===== config.mk =====
export PLATFORM = sky130hd
export DESIGN_NAME = rf_wb_queue
export DESIGN_NICKNAME = d
export VERILOG_FILES = /design/src/rtl/rf_wb_queue_pkg.sv /design/src/rtl/rf_wb_queue_fifo.sv /design/src/rtl/rf_wb_queue.sv
export SDC_FILE = /design/constraint.sdc
export NUM_CORES = 1
export LEC_CHECK = 0
export BUFFER_PORTS_ARGS = -buffer_cell sky130_fd_sc_hd__buf_4
export CORE_MARGIN = 4
export CORE_UTILIZATION = 43
export CTS_CLUSTER_DIAMETER = 80
export DETAILED_ROUTE_END_ITERATION = 8
export GPL_TIMING_DRIVEN = 0
export PLACE_DENSITY_LB_ADDON = 0.12
export SYNTH_ARGS = -nofsm -noshare
export SYNTH_HDL_FRONTEND = slang
export SYNTH_SLANG_ARGS = --single-unit

===== constraint.sdc =====
create_clock -name clk -period 3.2 [get_ports clk]
set_input_delay 0.64 -clock clk [delete_from_list [all_inputs] [get_ports clk]]
set_output_delay 0.64 -clock clk [all_outputs]
set_load 0.01 [all_outputs]

===== src/rtl/rf_wb_queue_pkg.sv =====
// Shared types and constants for the register-file write-back queue.
// Holds register-file geometry and the queued entry layout.
package rf_wb_queue_pkg;

  localparam int RF_WIDTH = 16;
  localparam int RF_SELW  = 3;
  localparam int RF_NREGS = 8;

  typedef struct packed {
    logic [RF_SELW-1:0]  sel;
    logic [RF_WIDTH-1:0] data;
  } rf_entry_t;

endpackage


===== src/rtl/rf_wb_queue_fifo.sv =====
// wbq_fifo: in-order storage with dual push (0 older, 1 younger) and one pop.
// Ports: clk/rst, push0/1 {sel,data}, pop; exposes count, rd_ptr, raw storage.
module wbq_fifo
  import rf_wb_queue_pkg::*;
#(
  parameter int WIDTH = RF_WIDTH,
  parameter int SELW  = RF_SELW,
  parameter int DEPTH = 4,
  localparam int PW = $clog2(DEPTH),
  localparam int CW = $clog2(DEPTH + 1)
) (
  input  logic                        clk,
  input  logic                        rst,
  input  logic                        push0,
  input  logic [SELW-1:0]             sel0,
  input  logic [WIDTH-1:0]            data0,
  input  logic                        push1,
  input  logic [SELW-1:0]             sel1,
  input  logic [WIDTH-1:0]            data1,
  input  logic                        pop,
  output logic [CW-1:0]               count,
  output logic [PW-1:0]               rd_ptr,
  output logic [DEPTH-1:0][SELW-1:0]  mem_sel,
  output logic [DEPTH-1:0][WIDTH-1:0] mem_data
);

  logic [PW-1:0] wr_ptr;
  logic [PW-1:0] wr_nxt;
  logic [PW-1:0] wr1_idx;

  assign wr_nxt  = wr_ptr + PW'(1);
  assign wr1_idx = push0 ? wr_nxt : wr_ptr;

  always_ff @(posedge clk or negedge rst) begin
    if (!rst) begin
      rd_ptr <= '0;
      wr_ptr <= '0;
      count  <= '0;
    end else begin
      rd_ptr <= rd_ptr + PW'(pop);
      wr_ptr <= wr_ptr + PW'(push0)
                       + PW'(push1);
      count  <= count + CW'(push0)
                      + CW'(push1)
                      - CW'(pop);
    end
  end

  // Storage is intentionally not reset.
  always_ff @(posedge clk) begin
    if (push0) begin
      mem_sel[wr_ptr]  <= sel0;
      mem_data[wr_ptr] <= data0;
    end
    if (push1) begin
      mem_sel[wr1_idx]  <= sel1;
      mem_data[wr1_idx] <= data1;
    end
  end

endmodule


===== src/rtl/rf_wb_queue.sv =====
// rf_wb_queue: merges ALU (A) and memory (B) write-backs into the RF port.
// Ports: a_*/b_* handshakes, write/writeregsel/writedata, lk1/lk2, err, full, empty.
module rf_wb_queue
  import rf_wb_queue_pkg::*;
#(
  parameter int WIDTH = RF_WIDTH,
  parameter int SELW  = $clog2(RF_NREGS),
  parameter int DEPTH = 4
) (
  input  logic             clk,
  input  logic             rst,
  input  logic             a_valid,
  output logic             a_ready,
  input  logic [SELW-1:0]  a_sel,
  input  logic [WIDTH-1:0] a_data,
  input  logic             b_valid,
  output logic             b_ready,
  input  logic [SELW-1:0]  b_sel,
  input  logic [WIDTH-1:0] b_data,
  output logic             write,
  output logic [SELW-1:0]  writeregsel,
  output logic [WIDTH-1:0] writedata,
  input  logic [SELW-1:0]  lk1sel,
  input  logic [SELW-1:0]  lk2sel,
  output logic             lk1hit,
  output logic             lk2hit,
  output logic [WIDTH-1:0] lk1data,
  output logic [WIDTH-1:0] lk2data,
  output logic             err,
  output logic             full,
  output logic             empty
);

  localparam int PW = $clog2(DEPTH);
  localparam int CW = $clog2(DEPTH + 1);

  logic [CW-1:0]               count;
  logic [PW-1:0]               rd_ptr;
  logic [DEPTH-1:0][SELW-1:0]  mem_sel;
  logic [DEPTH-1:0][WIDTH-1:0] mem_data;
  logic                        a_acc;
  logic                        b_acc;
  logic                        pop;

  wbq_fifo #(
    .WIDTH (WIDTH),
    .SELW  (SELW),
    .DEPTH (DEPTH)
  ) u_fifo (
    .clk      (clk),
    .rst      (rst),
    .push0    (a_acc),
    .sel0     (a_sel),
    .data0    (a_data),
    .push1    (b_acc),
    .sel1     (b_sel),
    .data1    (b_data),
    .pop      (pop),
    .count    (count),
    .rd_ptr   (rd_ptr),
    .mem_sel  (mem_sel),
    .mem_data (mem_data)
  );

  // Space is judged on the start-of-cycle count; a same-cycle
  // drain does not make room.
  always_comb begin
    a_ready = count < CW'(DEPTH);
    b_ready = (count <= CW'(DEPTH - 2))
            || (a_ready && !a_valid);
  end

  assign a_acc = a_valid && a_ready;
  assign b_acc = b_valid && b_ready;

  assign empty = count == '0;
  assign full  = count == CW'(DEPTH);
  assign pop   = !empty;
  assign write = !empty;

  assign writeregsel = write ? mem_sel[rd_ptr]  : '0;
  assign writedata   = write ? mem_data[rd_ptr] : '0;

  // Walk oldest to youngest so later matches override earlier.
  function automatic logic [WIDTH:0] find(
    input logic [SELW-1:0]             s,
    input logic [PW-1:0]               rp,
    input logic [CW-1:0]               cnt,
    input logic [DEPTH-1:0][SELW-1:0]  ms,
    input logic [DEPTH-1:0][WIDTH-1:0] md
  );
    logic             hit;
    logic [WIDTH-1:0] d;
    logic [PW-1:0]    idx;
    hit = 1'b0;
    d   = '0;
    for (int i = 0; i < DEPTH; i++) begin
      idx = rp + PW'(i);
      if (CW'(i) < cnt && ms[idx] == s) begin
        hit = 1'b1;
        d   = md[idx];
      end
    end
    return {hit, d};
  endfunction

  always_comb begin
    {lk1hit, lk1data} = find(lk1sel, rd_ptr,
                             count, mem_sel,
                             mem_data);
    {lk2hit, lk2data} = find(lk2sel, rd_ptr,
                             count, mem_sel,
                             mem_data);
  end

  always_ff @(posedge clk or negedge rst) begin
    if (!rst) begin
      err <= 1'b0;
    end else begin
      err <= a_acc && b_acc
          && (a_sel == b_sel);
    end
  end

endmodule


-- Yosys cells after proc, flatten, opt, wreduce, memory -nomap -nowiden
Index checks and enable logic that the tools add are counted.
- output and inout port bits: 59
- latch bits: 0
- memories: 0
- bits in registers: 84
- bits in writable memories: 0
- input bits: 48
- bits in read-only memories: 0
- $mul: 0
- shift-type cells: 0
- muxes and demuxes: 51
- reductions and logical operators: 19
- $lt $le $gt $ge: 14
- div/mod/pow operators: 0
- add/sub/neg operators: 10
- equal/unequal tests: 10
- bitwise gates (word level): 0
- operators with widths (operator ; count):
    $mux W16 ; 15
    $bmux W16 S2 ; 4
    $bwmux W64 ; 2
    $mux W64 ; 2
    $demux W16 S2 ; 2
    $eq A3 B3 Y1 ; 9
    $bmux W3 S2 ; 4
    $bwmux W12 ; 2
    $mux W12 ; 2
    $mux W3 ; 7
    $lt A2 B3 Y1 const B ; 6
    $logic_and A1 B1 Y1 ; 15
    $demux W3 S2 ; 2
    $mux W1 ; 8
    $add A2 B1 Y2 ; 3
    $add A3 B1 Y3 ; 2
    $lt A1 B3 Y1 const A ; 2
    $lt A2 B3 Y1 const A ; 2
    $add A2 B1 Y2 const B ; 2
    $add A2 B2 Y2 const B ; 2
    $ge A2 B1 Y1 const B ; 2
    $eq A3 B3 Y1 const B ; 1
    $le A3 B2 Y1 const B ; 1
    $logic_not A3 Y1 ; 1
    5 further kinds ; 6

-- Logic depth before layout (Yosys ltp)
- depth in word-level cells: 9
- mapped depth: 11
- mapped depth without buffers: 10

-- Hierarchy
From an unflattened synthesis, not the netlist that was laid out.
- cells, all modules: 811
- area, all modules: 8205.4 µm²
- by module, submodules not included (module ; instances ; area an instance (µm²) ; sequential area each (µm²) ; cells an instance):
    rf_wb_queue ; 1 ; 4259.1 ; 25.0 ; 532
    wbq_fifo ; 1 ; 3946.3 ; 1696.6 ; 279

-- Least setup slack after synthesis
No wires, ideal clock.
- path type: reg2out
- from: reg u_fifo.rd_ptr[0]
- to: out lk1data[10]
- path buffers: 3
- path slack: 0.377 ns
- stages on the path, launching flop included: 9
- data required time: 2.560 ns
- data arrival time: 2.183 ns
- cells stage by stage: dfrtp_1 > buf_6 > buf_6 > mux4_2 > xnor2_2 > buf_6 > nand4_1 > o211ai_2 > o2bb2ai_1
- word-level cells in the longest chain between the ends: 8
- elaborated cells between the ends (all ways): 31
- RTL lines (what ; line ; source):
    start: declaration ; rf_wb_queue_fifo.sv:22 ; output logic [PW-1:0] rd_ptr,
    start signal: assignment ; rf_wb_queue_fifo.sv:40 ; rd_ptr <= rd_ptr + PW'(pop);
    $add A2 B1 Y2 / $bmux W3 S2 (equally long branches) ; rf_wb_queue.sv:98, rf_wb_queue.sv:99 ;
    $bmux W3 S2 / $mux W3 (equally long branches) ; rf_wb_queue.sv:99 ; if (CW'(i) < cnt && ms[idx] == s) begin
    $mux W3 (not written as such) / $eq A3 B3 Y1 (equally long branches) ; rf_wb_queue.sv:99 ;
    $eq A3 B3 Y1 / $logic_and A1 B1 Y1 (equally long branches) ; rf_wb_queue.sv:99 ;
    $logic_and A1 B1 Y1 / $mux W16 (equally long branches) ; rf_wb_queue.sv:99 ;
    $mux W16 (2 in a row) ; rf_wb_queue.sv:99 ;
    $mux W16 (*) ; rf_wb_queue.sv:99 ;
    end: declaration ; rf_wb_queue.sv:27 ; output logic [WIDTH-1:0] lk1data,
Every way passes the cells marked *; elsewhere a longest branch is shown, timed or not. The select of a mux whose other input is x is not followed.

-- Final worst setup path
- from: reg u_fifo.rd_ptr[0]
- to: out lk2data[11]
- word-level cells in the longest chain between the ends: 8
- elaborated cells between the ends (all ways): 31
- RTL lines (what ; line ; source):
    $add A2 B1 Y2 / $bmux W3 S2 (equally long branches) ; rf_wb_queue.sv:98, rf_wb_queue.sv:99 ;
    $bmux W3 S2 / $mux W3 (equally long branches) ; rf_wb_queue.sv:99 ;
    $mux W3 (not written as such) / $eq A3 B3 Y1 (equally long branches) ; rf_wb_queue.sv:99 ;
    $eq A3 B3 Y1 / $logic_and A1 B1 Y1 (equally long branches) ; rf_wb_queue.sv:99 ;
    $logic_and A1 B1 Y1 / $mux W16 (equally long branches) ; rf_wb_queue.sv:99 ;
    $mux W16 (2 in a row) ; rf_wb_queue.sv:99 ;
    $mux W16 (*) ; rf_wb_queue.sv:99 ;
    end: declaration ; rf_wb_queue.sv:28 ; output logic [WIDTH-1:0] lk2data,
Marks and branches as above.

==> results.py <==
metrics = {
    "cts": {
        "htree_levels": 3,
        "cts_buffers": 9,
        "cts_tree": "yes",
        "cts_hold_buf": 0,
        "clockBufferDepth": 2,
        "clkLatencyLatePin_ns": 0.34,
        "cts.clk_slew.worst_paths_ns": 0.06,
        "clock-sinks": 84,
        "cts_root_buf": "clkbuf_16",
    },
    "sta": {
        "setup_ws_ns": -0.2087,
        "fin_setup_tns_ns": -5.077,
        "slew_headroom_pct": 50.71,
        "period_needed_ns": 3.409,
        "post-route-period-util_pct": 106.5,
        "worst_slew_pin_slew_ns": 0.7392,
        "finalSetupViolations": 32,
        "rsz0062_at_grt": "yes",
        "finClkSkew_ns": 0.005242,
        "fmax_ghz": 0.2934,
        "slew_viol_final": 0,
        "hold_viol": 0,
    },
    "floorplanning": {
        "start_util_pct": 44.37,
        "row_count": 48,
        "die_w_um": 142.3,
        "dieArea_mm2": 0.02025,
        "ioPinCount": 107,
        "die-height_um": 142.3,
        "coreArea_mm2": 0.01748,
    },
    "worst_setup_path": {
        "critPathArrivalTime_ns": 2.77,
        "worstSetupPathType": "reg2out",
        "crit_fanout": 5,
        "slowest_delay_ns": 0.56,
        "cpMostUsedCell": "buf_6",
        "slowest_stage": "mux4_2",
        "crit_chain": "buf_6 > mux4_2 > buf_6 > xnor2_4 > and4b_2 > buf_6 > o211ai_1 > o2bb2ai_1 > buf_4",
        "critPathRequiredTime_ns": 2.56,
        "crit_path_start_kind": "flip-flop",
        "endpoint_kind": "output pin",
    },
    "min_path": {
        "min_path_type": "in2async",
    },
    "grt": {
        "grt_start_max_net_pins": 15,
        "first_global_vias": 7040,
        "grtUsageTotal_pct": 25.63,
        "antenna_found_initial": 0,
        "grt_overflow": 0,
        "grt_pass1_wl_um": 40760,
    },
    "routing": {
        "num_vias": 7333,
        "antenna_left": 0,
        "first_iter_violations": 744,
        "routedWlPerCell_um": 22.32,
        "finalWirelength_um": 26770,
        "drc": 0,
        "viasPerCell": 6.116,
        "firstDrtPassIters": 5,
    },
    "synthesis": {
        "ys_top_cells_by_area": "dfxtp_1 20%, mux4_2 12%, mux2i_1 11%",
        "synth_edf_count": 0,
        "synth_top_area_share_pct": 19.62,
        "async_reset_ff_share_pct": 9.524,
        "yosys.area.top_type": "dfxtp_1",
        "synth_common_cells": "91 x a21oi_1, 89 x mux2i_1, 76 x dfxtp_1, 70 x mux2_2, 69 x nand4_1",
        "syn-num-nets": 877,
        "ys_seq_elements": 84,
        "synth.distinct_cells": 41,
        "synth_ff_type": "dfxtp_1",
        "synthCells": 818,
        "avgSynthCellArea_um2": 9.480,
        "netlist_area_mm2": 0.007755,
        "ys_seq_area_share_pct": 22.20,
        "synth.most_common_cell": "a21oi_1",
        "yosys_warnings": 0,
    },
    "place": {
        "port_buffers": 100,
        "place.gp.congestion": 0.8910,
        "place_area_mm2": 0.008787,
        "hpwl_um": 20210,
        "place_ws_ns": -0.3206,
    },
    "layout": {
        "finalInstanceArea_mm2": 0.009923,
        "multi_input_area_mm2": 0.005867,
        "drive_gt1_share_pct": 39.01,
        "num_antenna_cells": 0,
        "area_delta_synth_final_pct": 27.96,
        "seqCellArea_mm2": 0.001724,
        "fill_cells": 1585,
        "nets": 1028,
    },
    "outcome": {
        "violations": "negative setup slack",
        "status": "complete, but fails checks",
    },
    "job": {
        "maxCapViolCount": 0,
    },
}
-- path summary, 6_finish.rpt --
| check | depth (start not counted) | slack (ns) | end | from |
|---|---|---|---|---|
| setup / recovery | 9 | -0.21 | lk2data[11] | u_fifo.rd_ptr[0]$_DFF_PN0_ |
| hold / removal | 1 | 0.11 | u_fifo.rd_ptr[1]$_DFF_PN0_ | rst |
| setup reg to reg | 8 | 0.25 | u_fifo.count[2]$_DFF_PN0_ | u_fifo.count[2]$_DFF_PN0_ |
| hold reg to reg | 2 | 0.57 | u_fifo.mem_data[60]$_DFF_P_ | u_fifo.mem_data[60]$_DFF_P_ |
| max in group asynchronous | 1 | 2.94 | u_fifo.count[2]$_DFF_PN0_ | rst |
| min in group clk | 2 | 0.55 | u_fifo.mem_data[41]$_DFF_P_ | b_data[9] |
-- placed cells by master, fill, tap and decap left out, types with 14 or more instances in the layout --
cell type,instances
buf_4,132
a21oi_1,90
mux2i_1,82
dfxtp_1,76
mux2_2,70
nand4_1,69
nor2_1,59
mux4_2,44
nor2b_1,35
buf_6,33
o2bb2ai_1,24
o211ai_1,22
nand2_1,20
clkbuf_1,17
xnor2_1,16
and2_1,16
buf_2,15
o21ai_0,14
-- registers in the layout (all words and copies together), names as in the netlist --
register         flops
u_fifo.rd_ptr        2
u_fifo.wr_ptr        2
err                  1
u_fifo.mem_sel      12
u_fifo.count         3
u_fifo.mem_data     64
-- kinds of logic after synthesis --
group / synth area share, %
adder cells (fa/ha/maj): 2.065
flip-flops: 22.20
buffers and inverters: 5.695
AO/OA/AOI/OAI: 14.81
AND/OR/NAND/NOR: 15.76
multiplexers: 34.58
XOR/XNOR: 4.889
-- through the flow --
| step | cells | utilization [%] | hold WS, ns |
|---|---|---|---|
| detailed placement | 1143 | 50.28 | 0.4737 |
| global route | 1199 | 56.78 | 0.1113 |
| floorplan | 818 | - | 0.3444 |
| CTS | 1186 | 55.10 | 0.1060 |
| finish | 1199 | 56.78 | 0.1057 |
| global placement | 1143 | 50.28 | 0.4750 |
-- metal layers --
metal,share of wire [%],global-route usage [%]
met1,47,38.33
met2,45,39.28
met3,6.2,3.192
met4,2.1,6.653
met5,0,0
-- worst max-delay path: cells and delay by family (launching register included) --
family / cells / cell delay, ns
simple gates: 1 / 0.37
mux: 1 / 0.56
compound gates: 2 / 0.28
xor+xnor: 1 / 0.20
flops: 1 / 0.41
buf+inv: 4 / 0.61
-- cell type report --
| type | count | share of cell area, % |
|---|---|---|
| Clock buffer | 10 | 2.307 |
| Tap cell | 225 | 2.837 |
| Clock inverter | 6 | 1.362 |
| Buffer | 71 | 4.842 |
| Sequential cell | 84 | 17.37 |
| Multi-Input combinational cell | 648 | 59.12 |
| Inverter | 9 | 0.3404 |
| Timing Repair Buffer | 146 | 11.81 |
-- repair_timing --
item / CTS / global route
gates resized for setup: 62 / 61
endpoints found under the setup margin: 45 / 46
gates cloned: 3 / 3
pin swaps: 23 / 22
buffers inserted: 29 / 11
Power is not shown: default switching activity piles up to over one toggle a cycle in this logic, so the estimate is an artifact.
